### src/rtl/lcd_update_arbiter.sv
// lcd_update_arbiter: round-robin arbiter sharing one LCD writer between N
// requesters. It latches the winner's message code and time, runs the
// update/ack 4-phase handshake, and pulses Done to the winner. After every
// update it enforces a hold-off gap, and a watchdog aborts a stalled handshake.
// Optional macro LCD_ACK_SYNC_EN: pass LCDAck through a 2-flop synchronizer
// when the display runs on its own clock.
module lcd_update_arbiter #(
    parameter int N       = 3,
    parameter int HOLDOFF = 250,
    parameter int TIMEOUT = 4095
) (
    input  logic              i_clk,
    input  logic              i_rst_n,
    input  logic [N-1:0]      i_req,
    input  logic [2*N-1:0]    i_req_msg,
    input  logic [10*N-1:0]   i_req_time,
    output logic [N-1:0]      o_done,
    output logic              o_busy,
    output logic              o_lcd_update,
    input  logic              i_lcd_ack,
    output logic              o_cheat,
    output logic              o_slow,
    output logic              o_wait,
    output logic [9:0]        o_reaction_time,
    output logic              o_err,
    output logic [2:0]        o_state
);

    localparam int PW = $clog2(N);

    localparam logic [2:0] S_IDLE    = 3'd0;
    localparam logic [2:0] S_ASSERT  = 3'd1;
    localparam logic [2:0] S_RELEASE = 3'd2;
    localparam logic [2:0] S_DONE    = 3'd3;
    localparam logic [2:0] S_HOLD    = 3'd4;

    // With no hold-off gap, finished or aborted updates go straight back to IDLE.
    localparam logic [2:0]  S_AFTER   = (HOLDOFF == 0) ? S_IDLE : S_HOLD;
    localparam logic [11:0] C_TO_LAST = 12'(TIMEOUT - 1);
    localparam logic [11:0] C_HO_LAST = 12'(HOLDOFF - 1);

    // Handshake contract: LCDUpdate rises with stable data, stays high until
    // LCDAck is seen high, then the arbiter waits for LCDAck low before Done.

    logic [2:0]    r_state;
    logic [PW-1:0] r_ptr;
    logic [11:0]   r_cnt;
    logic [N-1:0]  r_done;
    logic          r_lcd_update;
    logic          r_cheat;
    logic          r_slow;
    logic          r_wait;
    logic [9:0]    r_time;
    logic          r_err;

    logic          w_ack;
    logic          w_found;
    logic [PW-1:0] w_win;
    logic [PW-1:0] w_cand;
    logic [1:0]    w_msg;
    logic [9:0]    w_time;
    logic [N-1:0]  w_done_vec;

`ifdef LCD_ACK_SYNC_EN
    logic r_ack_meta;
    logic r_ack_sync;

    // Two-flop synchronizer for the ack coming from the display clock domain.
    always_ff @(posedge i_clk or negedge i_rst_n) begin
        if (!i_rst_n) begin
            r_ack_meta <= 1'b0;
            r_ack_sync <= 1'b0;
        end else begin
            r_ack_meta <= i_lcd_ack;
            r_ack_sync <= r_ack_meta;
        end
    end

    assign w_ack = r_ack_sync;
`else
    assign w_ack = i_lcd_ack;
`endif

    // Round-robin search: first set request after the pointer, wrapping.
    always_comb begin
        w_found = 1'b0;
        w_win   = '0;
        w_cand  = r_ptr;
        for (int k = 0; k < N; k++) begin
            w_cand = (w_cand == PW'(N - 1)) ? '0 : w_cand + 1'b1;
            if (!w_found && i_req[w_cand]) begin
                w_found = 1'b1;
                w_win   = w_cand;
            end
        end
    end

    // Select the winner's message code and time slice.
    always_comb begin
        w_msg  = '0;
        w_time = '0;
        for (int i = 0; i < N; i++) begin
            if (w_win == PW'(i)) begin
                w_msg  = i_req_msg[2*i +: 2];
                w_time = i_req_time[10*i +: 10];
            end
        end
    end

    assign w_done_vec = {{(N-1){1'b0}}, 1'b1} << r_ptr;

    // Main arbiter FSM: grant, handshake, done pulse, hold-off, watchdog.
    always_ff @(posedge i_clk or negedge i_rst_n) begin
        if (!i_rst_n) begin
            r_state      <= S_IDLE;
            r_ptr        <= PW'(N - 1);
            r_cnt        <= '0;
            r_done       <= '0;
            r_lcd_update <= 1'b0;
            r_cheat      <= 1'b0;
            r_slow       <= 1'b0;
            r_wait       <= 1'b0;
            r_time       <= '0;
            r_err        <= 1'b0;
        end else begin
            r_done <= '0;
            case (r_state)
                S_IDLE: begin
                    if (w_found) begin
                        r_ptr        <= w_win;
                        r_cheat      <= (w_msg == 2'b01);
                        r_slow       <= (w_msg == 2'b10);
                        r_wait       <= (w_msg == 2'b11);
                        r_time       <= w_time;
                        r_lcd_update <= 1'b1;
                        r_cnt        <= '0;
                        r_state      <= S_ASSERT;
                    end
                end
                S_ASSERT: begin
                    if (w_ack) begin
                        r_lcd_update <= 1'b0;
                        r_cnt        <= '0;
                        r_state      <= S_RELEASE;
                    end else if (r_cnt == C_TO_LAST) begin
                        r_lcd_update <= 1'b0;
                        r_err        <= 1'b1;
                        r_cnt        <= '0;
                        r_state      <= S_AFTER;
                    end else begin
                        r_cnt <= r_cnt + 1'b1;
                    end
                end
                S_RELEASE: begin
                    if (!w_ack) begin
                        r_done  <= w_done_vec;
                        r_cnt   <= '0;
                        r_state <= S_DONE;
                    end else if (r_cnt == C_TO_LAST) begin
                        r_err   <= 1'b1;
                        r_cnt   <= '0;
                        r_state <= S_AFTER;
                    end else begin
                        r_cnt <= r_cnt + 1'b1;
                    end
                end
                S_DONE: begin
                    r_cnt   <= '0;
                    r_state <= S_AFTER;
                end
                S_HOLD: begin
                    if (r_cnt == C_HO_LAST) begin
                        r_cnt   <= '0;
                        r_state <= S_IDLE;
                    end else begin
                        r_cnt <= r_cnt + 1'b1;
                    end
                end
                default: begin
                    r_state <= S_IDLE;
                end
            endcase
        end
    end

    assign o_done          = r_done;
    assign o_busy          = (r_state != S_IDLE);
    assign o_lcd_update    = r_lcd_update;
    assign o_cheat         = r_cheat;
    assign o_slow          = r_slow;
    assign o_wait          = r_wait;
    assign o_reaction_time = r_time;
    assign o_err           = r_err;
    assign o_state         = r_state;

endmodule

### config.mk
export PLATFORM = sky130hd
export DESIGN_NAME = lcd_update_arbiter
export DESIGN_NICKNAME = d
export VERILOG_FILES = /design/src/rtl/lcd_update_arbiter.sv
export SDC_FILE = /design/constraint.sdc
export NUM_CORES = 1
export LEC_CHECK = 0
export BUFFER_PORTS_ARGS = -buffer_cell sky130_fd_sc_hd__buf_4
export CORE_MARGIN = 2
export CORE_UTILIZATION = 46
export DETAILED_ROUTE_END_ITERATION = 8
export PLACE_DENSITY = 0.85
export SLEW_MARGIN = 20
export SYNTH_ARGS = -nofsm -noshare
export SYNTH_HDL_FRONTEND = slang
export SYNTH_SLANG_ARGS = --single-unit
### constraint.sdc
create_clock -name i_clk -period 1.86 [get_ports i_clk]
set_input_delay 0.186 -clock i_clk [delete_from_list [all_inputs] [get_ports i_clk]]
set_output_delay 0.186 -clock i_clk [all_outputs]
set_load 0.02 [all_outputs]
# Word-level counts from Yosys, hierarchy flattened
# Index checks and enable logic that the tools add are counted.
# op_classes
mux,43
n_eq_ne,19
n_lt_le_gt_ge,3
shifts,1
reduce_logical,15
addsub,4
# op_table
op,n
two-way mux 12 bit,5
case mux 12 bit (5 select lines),1
two-way mux 10 bit,3
two-way mux 3 bit,7
two-way mux 2 bit,9
case mux 3 bit (5 select lines),1
"adder 12 x 1 -> 12 bit, second input constant",1
"== test 12 bit, second input constant",1
"== test 12 x 8 -> 1 bit, second input constant",1
"== test 2 bit, second input constant",6
two-way mux 1 bit,12
"less-than comparator 2 x 3 -> 1 bit, second input constant",3
"inequality test 2 bit, second input constant",4
"adder 2 x 1 -> 2 bit, second input constant",3
binary-select mux 1 bit (select 2 bit),3
"== test 3 x 2 -> 1 bit, second input constant",2
AND reduction 2 bit,3
AND reduction 3 bit,2
nonzero test 5 bit,1
"== test 2 x 1 -> 1 bit, second input constant",2
case mux 1 bit (2 select lines),2
nonzero test 2 bit,2
"== test 3 x 1 -> 1 bit, second input constant",1
"== test 3 bit, second input constant",1
other kinds (7),9
# totals
regBits,35

# Depth between registers and ports, before layout
# Gate-level depths: netlist (run 1).
# logic_depth
ltp_word,16
depth_mapped,8

# Least setup slack after synthesis (run 1)
# Ideal clock, no wire load.
# synth_timing
path_type,flip-flop to flip-flop
from,"register r_state[2], in the netlist o_state[2]"
to,"register r_cheat, in the netlist o_cheat"
arrival_ns,1.802
stages_incl_launch_ff,9
path_slack_ns,-0.078
period_less_slack_ns,1.938
setup_time_ns,0.136
path_buffers,4
cell_sequence,dfrtp_1 > buf_2 > or3_1 > clkbuf_1 > nand2b_1 > buf_2 > buf_2 > nand2_1 > o31ai_1
# synth_between
elab_chain_cells,2
# synth_rtl
element,line_no,text
from (decl),45,logic [2:0] r_state;
from (signal assigned),115,r_state <= S_IDLE;
from (signal assigned),137,r_state <= S_ASSERT;
from (signal assigned),144,r_state <= S_RELEASE;
zero test 3 bit,127,case (r_state)
AND reduction 2 bit (no source line),n/a,
to (signal assigned),131,r_cheat <= (w_msg == 2'b01);
to (decl),50,logic r_cheat;
# No other way between the ends.
# A chain may end at the register's enable or synchronous reset.

# Final worst setup path (run 1)
# layout_timing
from,register r_ptr[1]
to,"register r_slow, in the netlist o_slow"
# layout_between
elab_chain_cells,16
# layout_rtl
element,line_no,text
from (decl),46,logic [PW-1:0] r_ptr;
from (signal assigned),116,r_ptr <= PW'(N - 1);
from (signal assigned),130,r_ptr <= w_win;
adder 2 x 1 -> 2 bit / == test 2 bit (equally long branches),90,w_cand = (w_cand == PW'(N - 1)) ? '0 : w_cand + 1'b1;
two-way mux 2 bit (*),90,
branches (longest 14 deep; another with adder 2 x 1 -> 2 bit),n/a,
to (signal assigned),132,r_slow <= (w_msg == 2'b10);
to (decl),51,logic r_slow;
# Mark *: on every way between the ends. The select of a mux whose other input is x is not followed.

==> flow_summary.ini, run 1 <==
[hold_path]
hp-class = in -> reg

[placed_design]
dp_hpwl_um = 3790
place_ws_ns = 0.0858
dp_cells = 337
io_buffers = 63
place.gp.congestion = 0.847

[power]
p_leak_nw = 1.28
ir_drop_mv = 0.648
p_sw_share_pct = 41.4
p_sw_mw = 1.45
intPower_mw = 2.05
powerDensity_nw_per_um2 = 1290
clockPowerShare_pct = 15.4
seq_power_share_pct = 33.2
power_mw = 3.50
p_comb_share_pct = 51.4

[cells_and_area]
area.growth.synth_to_final_pct = 34.7
fin_cells = 346
final_nets = 338
mostFrequentLayoutCells = 80 x buf_4, 33 x dfrtp_1, 28 x o21ai_0
final_common_cell = buf_4
antenna_cells = 0
drive_gt1_share_pct = 33.0

[floorplan]
die_x_um = 70.1
rows = 24
dieArea_um2 = 4920
die_h_um = 70.1
ios = 64
core_area_um2 = 4290
initial_utilization_pct = 46.8

[sta]
worst_pin_slew_ns = 0.454
finalSetupViolations = 0
fin_crit_sh_pct = 96.2
slew-limit-headroom_pct = 69.7
rsz0062_at_grt = no
skew_ns = 0.0110
fin_crit_ns = 1.79
hold_violations = 0
setup_slack_ns = 0.0709
clock.fmax_mhz = 559
slew_viol_final = 0
finalSetupTns_ns = 0

[synthesis]
synth_edf_count = 0
yosysSeqAreaShare_pct = 43.6
synth_nets = 264
ys.flop_type = dfrtp_1
yosysUniqueCellTypes = 50
synth_cells = 219
synthArstFlopShare_pct = 100
ys_seq_elements = 35
postSynthAreaPerCell_um2 = 9.18
synth_area_um2 = 2010
yosysWarnings = 0

[setup_path]
crit_type = reg -> reg
path_max_fanout = 9
required_ns = 2.09
cp_data_arrival_time_ns = 2.01
rrSetupSlack_ns = 0.07
crit_path_end_kind = flop
cp-start-kind = flop

[clock_network]
clkTransAtPathRegs_ns = 0.07
clock_sinks = 35
cts-root-buf = clkbuf_8
numCtsBuffers = 5
clock_path_buffers = 2
cts_tree = done
clk_latency_ns = 0.29
post_cts_buffers = 0
htree_levels = 2

[global_route]
grt_max_degree = 36
global_route.usage.total_pct = 21.0
grt-ovfl-total = 0
grt_antenna_before_repair = 0
grt_pass1_wl_um = 8270
grt_pass1_vias = 1869

[detailed_routing]
wl_per_cell_um = 14.9
via_per_inst = 5.77
drt_wl_total_um = 5140
ant_nets = 0
drc = 0
first_pass_iters = 5
drt_iter0_drc = 98
vias = 1995

[status]
status = finished, final reports clean

[run]
cap_violations = 0
==> state kept, by name, indices dropped and copies added, names as in the netlist <==
name	cells
o_cheat	1
o_lcd_update	1
r_ptr	2
o_done	3
o_slow	1
r_cnt	12
o_wait	1
o_state	3
o_reaction_time	10
o_err	1
==> through the flow <==
| stage | instance area [um2] | hold slack, ns | util [%] |
|---|---|---|---|
| after global placement | 2600 | 0.165 | 60.6 |
| after floorplan | 2020 | -0.110 | - |
| final | 2710 | 0.189 | 63.1 |
| after CTS | 2690 | 0.190 | 62.7 |
| after global routing | 2710 | 0.209 | 63.1 |
| after detailed placement | 2600 | 0.169 | 60.6 |
==> final cells by class <==
cell class,count,area (um2)
Fill cell,363,1590
Clock buffer,7,76.3
Multi-Input combinational cell,165,1050
Timing Repair Buffer,81,611
Inverter,5,18.8
Tap cell,52,65.1
Sequential cell,35,878
Clock inverter,1,5.00
==> synthesized netlist by cell type (3+ instances only) <==
| master | number | area share, % |
|---|---|---|
| a211oi_1 | 10 | 3.7 |
| a21boi_0 | 3 | 1.1 |
| a21o_1 | 4 | 1.5 |
| a21oi_1 | 7 | 1.7 |
| and3_1 | 7 | 2.2 |
| buf_2 | 5 | 1.2 |
| clkbuf_1 | 6 | 1.1 |
| dfrtp_1 | 34 | 42 |
| ha_1 | 3 | 1.9 |
| inv_1 | 5 | 0.93 |
| nand2_1 | 22 | 4.1 |
| nand2b_1 | 3 | 0.93 |
| nand3_1 | 5 | 1.2 |
| nor2_1 | 9 | 1.7 |
| nor2b_1 | 3 | 0.93 |
| nor3_1 | 8 | 2.0 |
| nor3b_1 | 4 | 1.5 |
| o21a_1 | 3 | 1.1 |
| o21ai_0 | 28 | 7.0 |
| o21ai_1 | 6 | 1.5 |
| o22ai_1 | 3 | 0.93 |
| or3_1 | 4 | 1.2 |
==> worst paths after layout <==
check                          startpoint            endpoint  cells after the start
max                              r_ptr[1]              o_slow                      5
min                        i_req_time[17]  o_reaction_time[7]                      3
max reg2reg                      r_ptr[1]              o_slow                      5
min reg2reg                         o_err               o_err                      1
max in group asynchronous         i_rst_n            r_ptr[1]                      2
min in group asynchronous         i_rst_n  o_reaction_time[5]                      2
==> worst max-delay path, cell delays in order, from the launching register on <==
cell and delay, ns:
dfstp_2 0.62, o22ai_1 0.16, and2_1 0.22, a222oi_1 0.38, buf_4 0.19, a31o_2 0.15
==> cells by family (layout without fill, tap and decap cells) <==
logic type / count (synthesis) / after routing / synth area share [%]
buffers and inverters: 19 / 94 / 4.67
multiplexers: 4 / 4 / 2.12
flip-flops: 35 / 35 / 43.6
adder cells (fa/ha/maj): 3 / 3 / 1.87
AND/OR/NAND/NOR: 76 / 76 / 20.8
XOR/XNOR: 2 / 2 / 0.871
AO/OA/AOI/OAI: 80 / 80 / 26.0
==> power by group through the flow <==
| stage | Sequential (mW) | Combinational (mW) | Clock (mW) |
|---|---|---|---|
| 3_5_place_dp | 1.17 | 1.77 | 0 |
| 6_report | 1.16 | 1.80 | 0.538 |
| 3_3_place_gp | 1.15 | 1.72 | 0 |
| 4_1_cts | 1.16 | 1.78 | 0.548 |
| 5_1_grt | 1.19 | 1.96 | 0.577 |
| 2_1_floorplan | 1.33 | 0.923 | 0 |
==> repair_timing <==
item,in CTS,in global routing
endpoints found under the setup margin,0,2
hold buffers,1,0
endpoints found under the hold margin,34,0
gates resized for setup,0,3
==> layer usage <==
metal  vias to the layer above  GRT usage, %  part of all wire [%]
li1                        953             -                     -
met1                       966          27.1                    43
met2                        65          34.7                    50
met3                        11          4.04                   4.3
met4                         0          8.55                   2.0
met5                         -             0                     0
No activity file was read; power rests on OpenSTA's default activity.
==> run 2, diff against run 1 <==
--- a/config.mk
+++ b/config.mk
@@ -7,9 +7,10 @@
 export LEC_CHECK = 0
 export BUFFER_PORTS_ARGS = -buffer_cell sky130_fd_sc_hd__buf_4
 export CORE_MARGIN = 2
-export CORE_UTILIZATION = 46
+export CORE_UTILIZATION = 33
 export DETAILED_ROUTE_END_ITERATION = 8
-export PLACE_DENSITY = 0.85
+export HOLD_SLACK_MARGIN = 0.08
+export PLACE_DENSITY = 0.67
 export SLEW_MARGIN = 20
 export SYNTH_ARGS = -nofsm -noshare
 export SYNTH_HDL_FRONTEND = slang
==> run 2 against run 1 <==
Against the previous run:
- sequential power about the same
- global-route usage fell by 4.6 points
- non-clock buffer count grew 1
- die area grew 37%
- largest cell class unchanged
==> flow_summary.ini, run 2 (synthesized netlist as in run 1, its figures left out) <==
[status]
status = finished, final reports clean

[cells_and_area]
regArea_um2 = 880
top_register = r_cnt
final_common_cell = buf_4
final_cell_area_um2 = 2780
fin_cells = 370
antenna_cells = 0
area.growth.synth_to_final_pct = 38.1
final_nets = 339
drive_gt1_share_pct = 35.6
mostFrequentLayoutCells = 81 x buf_4, 32 x dfrtp_1, 28 x o21ai_0
largest_reg_flops = 12
nFillCells = 578
multiInputGateArea_um2 = 1060
post-route-util_pct = 46.9

[clock_network]
cts_tree = done
clk_latency_ns = 0.29
cts-root-buf = clkbuf_8
htree_levels = 2
clock_sinks = 35
numCtsBuffers = 5
clkTransAtPathRegs_ns = 0.07
clock_path_buffers = 2

[placed_design]
dp_cells = 360
dp_hpwl_um = 4000
placed_cell_area_um2 = 2630
place.gp.congestion = 0.872
io_buffers = 63
place_ws_ns = 0.0593

[sta]
slew-limit-headroom_pct = 69.6
worst_pin_slew_ns = 0.456
fin_crit_sh_pct = 96.0
clock.fmax_mhz = 560
rsz0062_at_grt = yes
finalSetupTns_ns = 0
finalSetupViolations = 0
slew_viol_final = 0
skew_ns = 0.00767
whs_ns = 0.201
hold_violations = 0
fin_crit_ns = 1.78
setup_slack_ns = 0.0751

[floorplan]
die_x_um = 82.1
initial_utilization_pct = 34.0
ios = 64
core_area_um2 = 5920
rows = 28
dieArea_um2 = 6730
die_h_um = 82.1

[detailed_routing]
vias = 1942
drt_iter0_drc = 190
ant_nets = 0
drc = 0
wl_per_cell_um = 14.6
drt_wl_total_um = 5410
via_per_inst = 5.25
first_pass_iters = 4

[global_route]
grt_max_degree = 36
grt_antenna_before_repair = 0
grt_pass1_vias = 1763
grt_pass1_wl_um = 8450
global_route.usage.total_pct = 16.4
grt-ovfl-total = 0

[setup_path]
crit_type = reg -> reg
max_stage_delay_ns = 0.41
cp_data_arrival_time_ns = 1.99
cp_slowest_cell = dfrtp_1
required_ns = 2.06
crit_chain = or3b_1 > a21o_1 > o21ai_2 > o21ai_0 > a31oi_1
cp-start-kind = flop
path_max_fanout = 8
crit_path_end_kind = flop

[run]
cap_violations = 0

[power]
p_leak_nw = 1.30
ir_drop_mv = 0.598
power_mw = 3.62
powerDensity_nw_per_um2 = 1300

[hold_path]
hp-class = in -> reg
-- run 2: worst paths after layout --
path | startpoint | to | slack (ns) | depth (start not counted)
min reg2reg | o_err | o_err | 0.46 | 1
min | i_req_time[3] | o_reaction_time[3] | 0.20 | 3
max in group asynchronous | i_rst_n | r_cnt[0] | 1.13 | 2
max | o_state[1] | r_cnt[7] | 0.08 | 5
min in group asynchronous | i_rst_n | r_cnt[5] | 0.38 | 2
max reg2reg | o_state[1] | r_cnt[7] | 0.08 | 5
-- run 2: report_power, final --
part | internal, mW | total [mW] | switching, mW
Clock | 0.337 | 0.615 | 0.278
Combinational | 0.814 | 1.84 | 1.03
Sequential | 0.985 | 1.16 | 0.179
-- run 2: worst max-delay path, delay by kind of cell, from the launching register on --
family	cells	cell delay [ns]
compound gates	4	0.89
flops	1	0.41
simple gates	1	0.40
-- run 2: layout make-up --
type                            instances  area share, %
Inverter                                5          0.676
Clock inverter                          1          0.270
Tap cell                               75           3.38
Sequential cell                        35           31.7
Multi-Input combinational cell        165           38.3
Clock buffer                            7           3.47
Timing Repair Buffer                   82           22.3
-- run 2: routing by layer --
layer	vias to the layer above	share of wire (%)	global-route usage, %
li1	954	-	-
met1	936	45	22.5
met2	46	50	25.1
met3	6	3.5	3.41
met4	0	1.6	6.67
met5	-	0	0
-- run 2: timing repair --
item,4_1_cts,5_1_grt
endpoints found under the setup margin,0,15
hold buffers,1,0
endpoints found under the hold margin,34,0
resized for setup,0,6
buffers inserted,0,1
==> run 3, diff against run 2 <==
--- a/config.mk
+++ b/config.mk
@@ -6,6 +6,7 @@
 export NUM_CORES = 1
 export LEC_CHECK = 0
 export BUFFER_PORTS_ARGS = -buffer_cell sky130_fd_sc_hd__buf_4
+export CORE_ASPECT_RATIO = 1.5
 export CORE_MARGIN = 2
 export CORE_UTILIZATION = 33
 export DETAILED_ROUTE_END_ITERATION = 8
==> run 3 against run 2 <==
Against the previous run:
- power rose by 3.8%
- register-to-register slack got worse by 0.03 ns
- maximum frequency fell by 1.7%
- clock skew rose by 0.0079 ns
- wire length rose by 5.2%
- clock power rose by 11%
- die area rose by 0.20%
- final area rose by 2.3%
- highest routed layer unchanged
- critical path depth did not move
- first-iteration DRC count fell by 35%
- non-clock buffer count rose by 6
- sequential power barely moved
==> flow_summary.ini, run 3 (synthesized netlist as in run 1, its figures left out) <==
[global_route]
grt_max_degree = 36
use_met3_pct = 4.07
grt_pass1_vias = 1894
grt-ovfl-total = 0
busiest_layer = met2
met2_usage_pct = 31.7
grt_antenna_before_repair = 0
global_route.usage.total_pct = 17.0
grt_pass1_wl_um = 8730
groute.layer.met1.usage_pct = 17.5

[floorplan]
die_x_um = 67.7
rows = 34
dieArea_um2 = 6750
core_area_um2 = 5830
initial_utilization_pct = 34.5
ios = 64
die_h_um = 99.6

[setup_path]
path_max_fanout = 10
crit_chain = or3b_1 > a21o_1 > o21a_4 > or3_1 > o21ai_1
crit_path_end_kind = flop
cp_data_arrival_time_ns = 2.02
max_stage_delay_ns = 0.41
cp_top_family = simple AND/OR/NAND/NOR gates
startpoint = o_state[1]
cp_slowest_cell = dfrtp_1
required_ns = 2.07
crit_buf_inv = 0
cp-start-kind = flop
crit_type = reg -> reg
rr_startpoint = o_state[1]

[detailed_routing]
first_pass_iters = 4
ant_nets = 0
vias = 1968
via_per_inst = 5.28
drt_wl_total_um = 5690
wl_per_cell_um = 15.2
drc = 0
drt_iter0_drc = 123

[cells_and_area]
final_cell_area_um2 = 2840
antenna_cells = 0
post-route-util_pct = 48.7
area.growth.synth_to_final_pct = 41.3
drive_gt1_share_pct = 37.5
mostFrequentLayoutCells = 87 x buf_4, 31 x dfrtp_1, 28 x o21ai_0
top_register = r_cnt
nFillCells = 551
largest_reg_flops = 12
final_nets = 345
final_common_cell = buf_4

[hold_path]
min-delay-start = i_lcd_ack
hp-class = in -> reg

[power]
powerDensity_nw_per_um2 = 1320
ir_drop_mv = 0.599
p_leak_nw = 1.34
power_mw = 3.76

[clock_network]
clock_sinks = 35
cts_tree = done
clkTransAtPathRegs_ns = 0.08
clock_path_buffers = 2
htree_levels = 2
numCtsBuffers = 5
clk_latency_ns = 0.29
cts-root-buf = clkbuf_8

[placed_design]
io_buffers = 63
placed_cell_area_um2 = 2660
place.gp.congestion = 0.856
place_ws_ns = -0.00788
dp_hpwl_um = 4290

[sta]
finalSetupViolations = 0
rsz0062_at_grt = yes
worst_pin_slew_ns = 0.460
skew_ns = 0.0156
hold_violations = 0
fin_crit_sh_pct = 97.6
slew-limit-headroom_pct = 69.3
clock.fmax_mhz = 551
fin_crit_ns = 1.82
slew_viol_final = 0
whs_ns = 0.196
setup_slack_ns = 0.0446

[run]
cap_violations = 0

[status]
status = finished, final reports clean
==> run 3: changes by cell type in the layout (fill, tap and decap cells not counted), sizes merged <==
cell      change
buf           +6
clkinv        +2
bufinv        +1
clkbuf        -2
clkinvlp      -1
==> run 3: final timing paths <==
path	end	slack, ns	depth (start not counted)
hold / removal	o_state[0]	0.20	3
setup reg to reg	r_cnt[5]	0.04	5
setup / recovery	r_cnt[5]	0.04	5
min in group asynchronous	o_done[2]	0.39	2
hold reg to reg	o_err	0.46	1
max in group asynchronous	r_cnt[0]	1.10	2
==> run 3: worst register-to-register path, cell delays in order, from the launching register on <==
cell and delay (ns):
dfrtp_1 0.41, or3b_1 0.41, a21o_1 0.25, o21a_4 0.25, or3_1 0.35, o21ai_1 0.07
==> run 3: what timing repair did <==
item / 4_1_cts / 5_1_grt
pin swaps: 0 / 1
resized for setup: 1 / 10
setup buffers: 0 / 3
hold buffers: 1 / 0
setup endpoints to repair: 2 / 15
endpoints found under the hold margin: 34 / 0
gates cloned: 0 / 0
==> run 3: metal layers <==
metal	up-vias	wire [um]	part of all wire, %
met5	-	0	0
met3	9	463	8.1
met1	921	2070	36
li1	964	-	-
met2	74	3070	54
met4	0	78	1.4
==> run 3: per-stage QoR <==
| step | cells | setup TNS (ns) |
|---|---|---|
| 2_1_floorplan | 219 | 0 |
| 3_3_place_gp | 361 | 0 |
| 6_report | 373 | 0 |
| 5_1_grt | 373 | -0.133 |
| 3_5_place_dp | 361 | -0.0120 |
| 4_1_cts | 370 | 0 |
==> run 3: cell type report <==
type                    instances  area (um2)  area share, %
multi-input cells             165        1070           37.8
flip-flops and latches         35         881           31.0
repair buffers                 88         663           23.3
well taps                      72        90.1           3.17
clock buffers                   5        68.8           2.42
clock inverters                 3        43.8           1.54
inverters                       5        18.8          0.661
==> run 3: power by group <==
part           leakage [nW]  internal, mW  switching (mW)  total [mW]
sequential            0.452         0.986           0.149        1.14
combinational         0.831         0.876            1.06        1.94
clock                0.0581         0.399           0.286       0.685
